## src/rtl/bike_bank_serializer.sv

```systemverilog
// Snapshots one of NUM_OF_BANKS register banks and streams it out as 32-bit words,
// word 0 first, over a valid/ready handshake.
module bike_bank_serializer #(
  parameter int unsigned NUM_OF_BANKS = 4,
  parameter int unsigned BANK_SIZE    = 8,
  parameter int unsigned SEL_W        = (NUM_OF_BANKS > 1) ? $clog2(NUM_OF_BANKS) : 1
) (
  input  logic                      clk,
  input  logic                      resetn,
  input  logic                      start,
  input  logic [SEL_W-1:0]          bank_sel,
  input  logic [BANK_SIZE*32-1:0]   bank_data [NUM_OF_BANKS],
  output logic [31:0]               dout,
  output logic                      dout_valid,
  input  logic                      dout_ready,
  output logic                      dout_last,
  output logic                      busy,
  output logic                      done,
  output logic                      err
);

  localparam int unsigned BankW = BANK_SIZE * 32;
  localparam int unsigned CntW  = (BANK_SIZE > 1) ? $clog2(BANK_SIZE) : 1;

  localparam logic [CntW-1:0]  LastCnt  = CntW'(BANK_SIZE - 1);
  localparam logic [SEL_W:0]   NumBanks = (SEL_W + 1)'(NUM_OF_BANKS);

  typedef enum logic [1:0] {StIdle, StStream, StDone} state_e;

  state_e            state_q;
  logic [CntW-1:0]   cnt_q;
  logic [BankW-1:0]  snap_q;
  logic [31:0]       dout_q;
  logic              valid_q;
  logic              last_q;
  logic              busy_q;
  logic              done_q;
  logic              err_q;

  logic              in_range;
  logic [CntW-1:0]   cnt_inc;

  assign in_range = ({1'b0, bank_sel} < NumBanks);
  assign cnt_inc  = cnt_q + 1'b1;

  // The snapshot holds only the words not yet presented; it shifts down one word per beat
  // so the next word always sits in the low 32 bits.
  always_ff @(posedge clk or negedge resetn) begin
    if (!resetn) begin
      state_q <= StIdle;
      cnt_q   <= '0;
      snap_q  <= '0;
      dout_q  <= '0;
      valid_q <= 1'b0;
      last_q  <= 1'b0;
      busy_q  <= 1'b0;
      done_q  <= 1'b0;
      err_q   <= 1'b0;
    end else begin
      done_q <= 1'b0;
      err_q  <= 1'b0;
      unique case (state_q)
        StIdle: begin
          if (start) begin
            if (in_range) begin
              snap_q  <= bank_data[bank_sel] >> 32;
              dout_q  <= bank_data[bank_sel][31:0];
              valid_q <= 1'b1;
              last_q  <= (LastCnt == '0);
              cnt_q   <= '0;
              busy_q  <= 1'b1;
              state_q <= StStream;
            end else begin
              err_q <= 1'b1;
            end
          end
        end
        StStream: begin
          if (dout_ready) begin
            if (last_q) begin
              state_q <= StDone;
              cnt_q   <= '0;
              dout_q  <= '0;
              valid_q <= 1'b0;
              last_q  <= 1'b0;
              done_q  <= 1'b1;
            end else begin
              cnt_q  <= cnt_inc;
              dout_q <= snap_q[31:0];
              snap_q <= snap_q >> 32;
              last_q <= (cnt_inc == LastCnt);
            end
          end
        end
        StDone: begin
          busy_q  <= 1'b0;
          state_q <= StIdle;
        end
        default: state_q <= StIdle;
      endcase
    end
  end

  assign dout       = dout_q;
  assign dout_valid = valid_q;
  assign dout_last  = last_q;
  assign busy       = busy_q;
  assign done       = done_q;
  assign err        = err_q;

endmodule
```

## config.mk

```make
export PLATFORM = sky130hd
export DESIGN_NAME = bike_bank_serializer
export DESIGN_NICKNAME = d
export VERILOG_FILES = /design/src/rtl/bike_bank_serializer.sv
export SDC_FILE = /design/constraint.sdc
export NUM_CORES = 1
export LEC_CHECK = 0
export BUFFER_PORTS_ARGS = -buffer_cell sky130_fd_sc_hd__clkbuf_2
export CAP_MARGIN = 20
export CORE_AREA = 5 5 408 410
export DETAILED_ROUTE_END_ITERATION = 8
export DIE_AREA = 0 0 413 415
export HOLD_SLACK_MARGIN = 0.05
export PLACE_DENSITY = 0.3
export SLEW_MARGIN = 15
export SYNTH_ARGS = -nofsm -noshare
export SYNTH_HDL_FRONTEND = slang
export SYNTH_SLANG_ARGS = --single-unit
export TNS_END_PERCENT = 5
```

## constraint.sdc

```tcl
create_clock -name clk -period 2.94 [get_ports clk]
set_input_delay 0.147 -clock clk [delete_from_list [all_inputs] [get_ports clk]]
set_output_delay 0.147 -clock clk [all_outputs]
set_load 0.02 [all_outputs]
```

---- Word-level counts from Yosys, hierarchy flattened ----
Index checks and enable logic that the tools add are counted.
storage, ports and cells
  bits in registers ....................... 297
  bits of input ports ..................... 1030
  output and inout port bits .............. 37
  word-level logic and storage cells ...... 57
operators by class
  add/sub/neg operators ................... 1
  order comparisons ....................... 1
  equality and inequality tests ........... 7
  mux-type cells .......................... 31
  bitwise operators ....................... 1
  reduce and logical (&&, ||, !) cells .... 8
operator list
  cell                 number
  $mux 256             5
  $bmux 256 s2         1
  $pmux 256 s2         1
  $mux 32              3
  $pmux 32 s2          1
  $mux 1               9
  $mux 3               3
  $ne 2x2->1 const B   4
  $reduce_and 4->1     2
  $mux 2               3
  $pmux 1 s2           3
  $pmux 3 s2           1
  $reduce_and 3->1     2
  $pmux 2 s2           1
  $reduce_bool 2->1    2
  $add 3x1->3 const B  1
  $eq 3x3->1 const B   1
  $ge 3x3->1 const B   1
  $not 2->3            1
  $eq 2x1->1 const B   1
  $eq 2x2->1 const B   1
  $logic_not 2->1      1
  $reduce_and 2->1     1

---- Depth between registers and ports, before layout ----
  depth in word-level cells ............... 6
  gate-level depth with buffers ........... 8
  gate-level depth less buffers ........... 5

---- Worst setup path after synthesis ----
OpenSTA, ideal clock, no wires.
  path type ............................... register to register
  start ................................... register last_q, in the netlist dout_last
  end ..................................... register snap_q[100]
  arrival time ............................ 1.476 ns
  slack ................................... 1.338 ns
  cell stages (with the launch flop) ...... 8
  period minus slack after synthesis ...... 1.602 ns
  path through ............................ dfrtp_1 > nor4bb_1 > buf_2 > or2_1 > buf_2 > buf_6 > buf_6 > a31oi_1
between the ends
  cells in the longest elaborated chain, start to end .. 2
RTL lines
  what                               RTL line  source
  from (decl)                        35        logic last_q;
  from (signal assigned)             69        last_q <= (LastCnt == '0);
  from (signal assigned)             91        last_q <= (cnt_inc == LastCnt);
  $ne 2x2->1 (no source line)        n/a
  $reduce_and 4->1 (no source line)  n/a
  to (signal assigned)               66        snap_q <= bank_data[bank_sel] >> 32;
  to (signal assigned)               90        snap_q <= snap_q >> 32;
  to (decl)                          32        logic [BankW-1:0] snap_q;
Every way passes these cells.
A chain may end at the register's enable or synchronous reset.

---- Final worst setup path ----
  start ................................... register state_q[0]
  end ..................................... register dout_q[31], in the netlist dout[31]
between the ends
  cells in the longest elaborated chain, start to end .. 3
RTL lines
  what                                                                     RTL line  source
  from (decl)                                                              30        state_e state_q;
  from (signal assigned)                                                   50        state_q <= StIdle;
  from (signal assigned)                                                   72        state_q <= StStream;
  from (signal assigned)                                                   81        state_q <= StDone;
  $eq 2x1->1 / $logic_not 2->1 (equally long branches)                     62        unique case (state_q)
  $ne 2x2->1 (no source line) / $reduce_bool 2->1 (equally long branches)  n/a
  $reduce_and 3->1 (no source line)                                        n/a
  to (signal assigned)                                                     67        dout_q <= bank_data[bank_sel][31:0];
  to (signal assigned)                                                     89        dout_q <= snap_q[31:0];
  to (decl)                                                                33        logic [31:0] dout_q;
Several ways; a longest one is shown, not always the timed one.

==> results_dict.tcl <==
set metrics [dict create \
    critPathMaxStageDelay_ps 640 \
    rsz0062_at_grt "no" \
    crit_arrival_ps 3140 \
    dr.first_iter.drc_count 1268 \
    status "completed" \
    yosysWarnings 0 \
    fillers 18235 \
    fin_nets 4007 \
    holdPathStages 4 \
    synth.top_cells.by_area "dfrtp_1, mux4_2, nand2_1, nor3_1, a31oi_1" \
    synth_ff_type "dfrtp_1" \
    grt_first_pass_wirelength_mm 191 \
    start_kind "register" \
    clk_pin_slew_ps 60 \
    rows 148 \
    setup_violations 0 \
    synthDominantCellAreaShare_pct 35.6 \
    dieArea_mm2 0.171 \
    worst-setup-path-type "reg2reg" \
    yosysUniqueCellTypes 31 \
    cts_tree "built" \
    period_needed_ps 2620 \
    numCtsBuffers 41 \
    finClkSkew_ps 34.6 \
    clk_latency_ps 600 \
    fin_tns_setup_ps 0 \
    num_vias 20834 \
    htreeDepth 2 \
    multi_input_area_mm2 0.0108 \
    max-cap-violations 0 \
    synth-seq-cells 265 \
    portBuffers 1065 \
    ir_drop_v 0.000352 \
    r2r_slack_ps 320 \
    wl_mm 142 \
    vias_per_cell 4.01 \
    dieHeight_um 415 \
    critPathMaxFanout 26 \
    yosys.area.top_type "dfrtp_1" \
    holdBufCountCts 209 \
    worst_pin_slew_ps 833 \
    slew_viol_final 0 \
    initial_utilization_pct 11.5 \
    final-hold-violation-count 0 \
    critPathCaptureType "register" \
    syn2layout_area_growth_pct 61.9 \
    p_per_area_mw_per_mm2 738 \
    ant_nets 0 \
    seqCellArea_mm2 0.00663 \
    gp_congestion 0.874 \
    seq_area_frac_synth_pct 35.6 \
    io_pins 1067 \
    crit_path_cell_trace "mux2_2, buf_4, a211oi_1, o32a_1, dlygate4sd3_1" \
    avgSynthCellArea_um2 10.6 \
    finalInstanceArea_mm2 0.0302 \
    drive_gt1_share_pct 48.9 \
    synthArstFlopShare_pct 100 \
    first_pass_iters 5 \
    worstRegToRegCells 5 \
    grt.overflow.total 0 \
    grt_util_all_layers_pct 15.9 \
    synth.net_count 2786 \
    path_delay_family "buffers and inverters" \
    fp.dieW_um 413 \
    hp-class "in2reg" \
    fmax_mhz 381 \
    core_mm2 0.162 \
    period_share_pct 89.2 \
    cts_buffer_depth 3 \
    synth_enable_flop_cells 0 \
    drc 0 \
    required_ps 3460 \
    cts-root-buf "clkbuf_16" \
    netlist_area_mm2 0.0186 \
    cts_num_sinks 265 \
    grt_max_degree 101 \
    crit_buf_inv 2 \
    syn_inst 1754 \
    leakage_nw 13.2 \
    crit_cells 5 \
    antenna_found_initial 101 \
    first_global_vias 22589 \
    placed_area_mm2 0.0268 \
    cts_resized 0 \
    cts_setup_buffers 0 \
    place_hpwl_mm 119 \
    cp_slowest_cell "dfrtp_1" \
    slew_headroom_pct 44.5 \
    wl_per_cell_um 27.4 \
]
==> path summary, 6_finish.rpt <==
check	from	endpoint
worst max-delay path	state_q[0]	dout[31]
worst min-delay path	bank_data[960]	snap_q[160]
worst max register to register	state_q[0]	dout[31]
worst min register to register	dout[24]	dout[24]
max in group asynchronous	resetn	snap_q[203]
min in group asynchronous	resetn	dout[27]
==> synthesized netlist by cell type (4+ instances only) <==
cell type,number
a22o_1,33
o32a_1,32
buf_4,33
a31oi_1,192
mux4_2,224
inv_1,5
dfrtp_1,265
a211oi_1,32
nand2b_1,4
buf_6,23
nor3_1,256
mux2i_1,65
nand2_1,385
clkbuf_1,41
buf_1,9
nor2_1,38
buf_2,99
==> through the flow <==
stage	hold WS (ps)	total power, mW	utilization, %	std cells	setup slack [ps]
2_1_floorplan	-149	12.4	-	1754	1340
3_3_place_gp	255	17.1	16.5	4898	624
3_5_place_dp	252	17.1	16.5	4898	602
4_1_cts	50.1	22.8	18.6	5178	241
5_1_grt	75.0	24.0	18.6	5184	136
6_report	106	22.3	18.6	5195	316
==> routing by layer <==
metal  track usage (%)  part of all wire (%)  wire length (um)  up-vias
met5                 0                  0.17               244        -
met4              2.74                   1.8              2570       40
met3              4.10                   7.8             11100      196
met2              27.4                    48             68800      946
met1              20.3                    42             59900    10391
li1                  -                     -                 -     9261
==> placed cells by master (no fill, tap or decap), types with 3 or more instances in the layout <==
cell type / instances
a31oi_1: 192
clkbuf_1: 12
clkbuf_16: 43
clkinvlp_4: 3
buf_4: 80
clkbuf_8: 3
nor2_1: 36
clkbuf_2: 1062
clkinv_2: 5
a22o_1: 33
dfrtp_1: 264
nand2_1: 385
diode_2: 17
nand2b_1: 3
mux4_2: 224
buf_12: 29
a211oi_1: 32
inv_1: 5
buf_8: 3
nor3_1: 256
mux2i_1: 65
o32a_1: 32
dlygate4sd3_1: 209
==> report_power, final <==
group | total, mW | switching, mW | internal (mW)
Sequential | 6.79 | 1.40 | 5.39
Clock | 4.96 | 2.04 | 2.92
Combinational | 10.5 | 6.13 | 4.39
==> registers in the layout, indices dropped and copies added (netlist names) <==
name / count
cnt_q: 3
done: 1
dout_valid: 1
snap_q: 224
state_q: 2
dout_last: 1
dout: 32
busy: 1
==> worst reg2reg max path, stage by stage (launching register included) <==
cell and delay (ps):
dfrtp_1 640, mux2_2 470, buf_4 270, a211oi_1 430
o32a_1 200, dlygate4sd3_1 540
==> cells by family (layout without fill, tap and decap cells) <==
| group | Yosys count | after routing | share of synthesized area [%] |
|---|---|---|---|
| adders and majority gates | 2 | 2 | 0.134 |
| AOI/OAI and AO/OA | 296 | 296 | 11.3 |
| DFF | 265 | 265 | 35.6 |
| other | 1 | 18 | 0.0201 |
| buffers and inverters | 210 | 1459 | 6.48 |
| muxes | 291 | 291 | 30.7 |
| and+or+nand+nor | 689 | 689 | 15.9 |
==> cell type report <==
class | count | share of cell area, %
multi-input cells | 1279 | 35.9
clock buffers | 58 | 3.85
flip-flops and latches | 265 | 22.0
well taps | 2175 | 9.01
diodes | 17 | 0.141
clock inverters | 13 | 0.443
inverters | 5 | 0.0622
repair buffers | 1383 | 28.6
No activity file was read; power rests on OpenSTA's default activity.
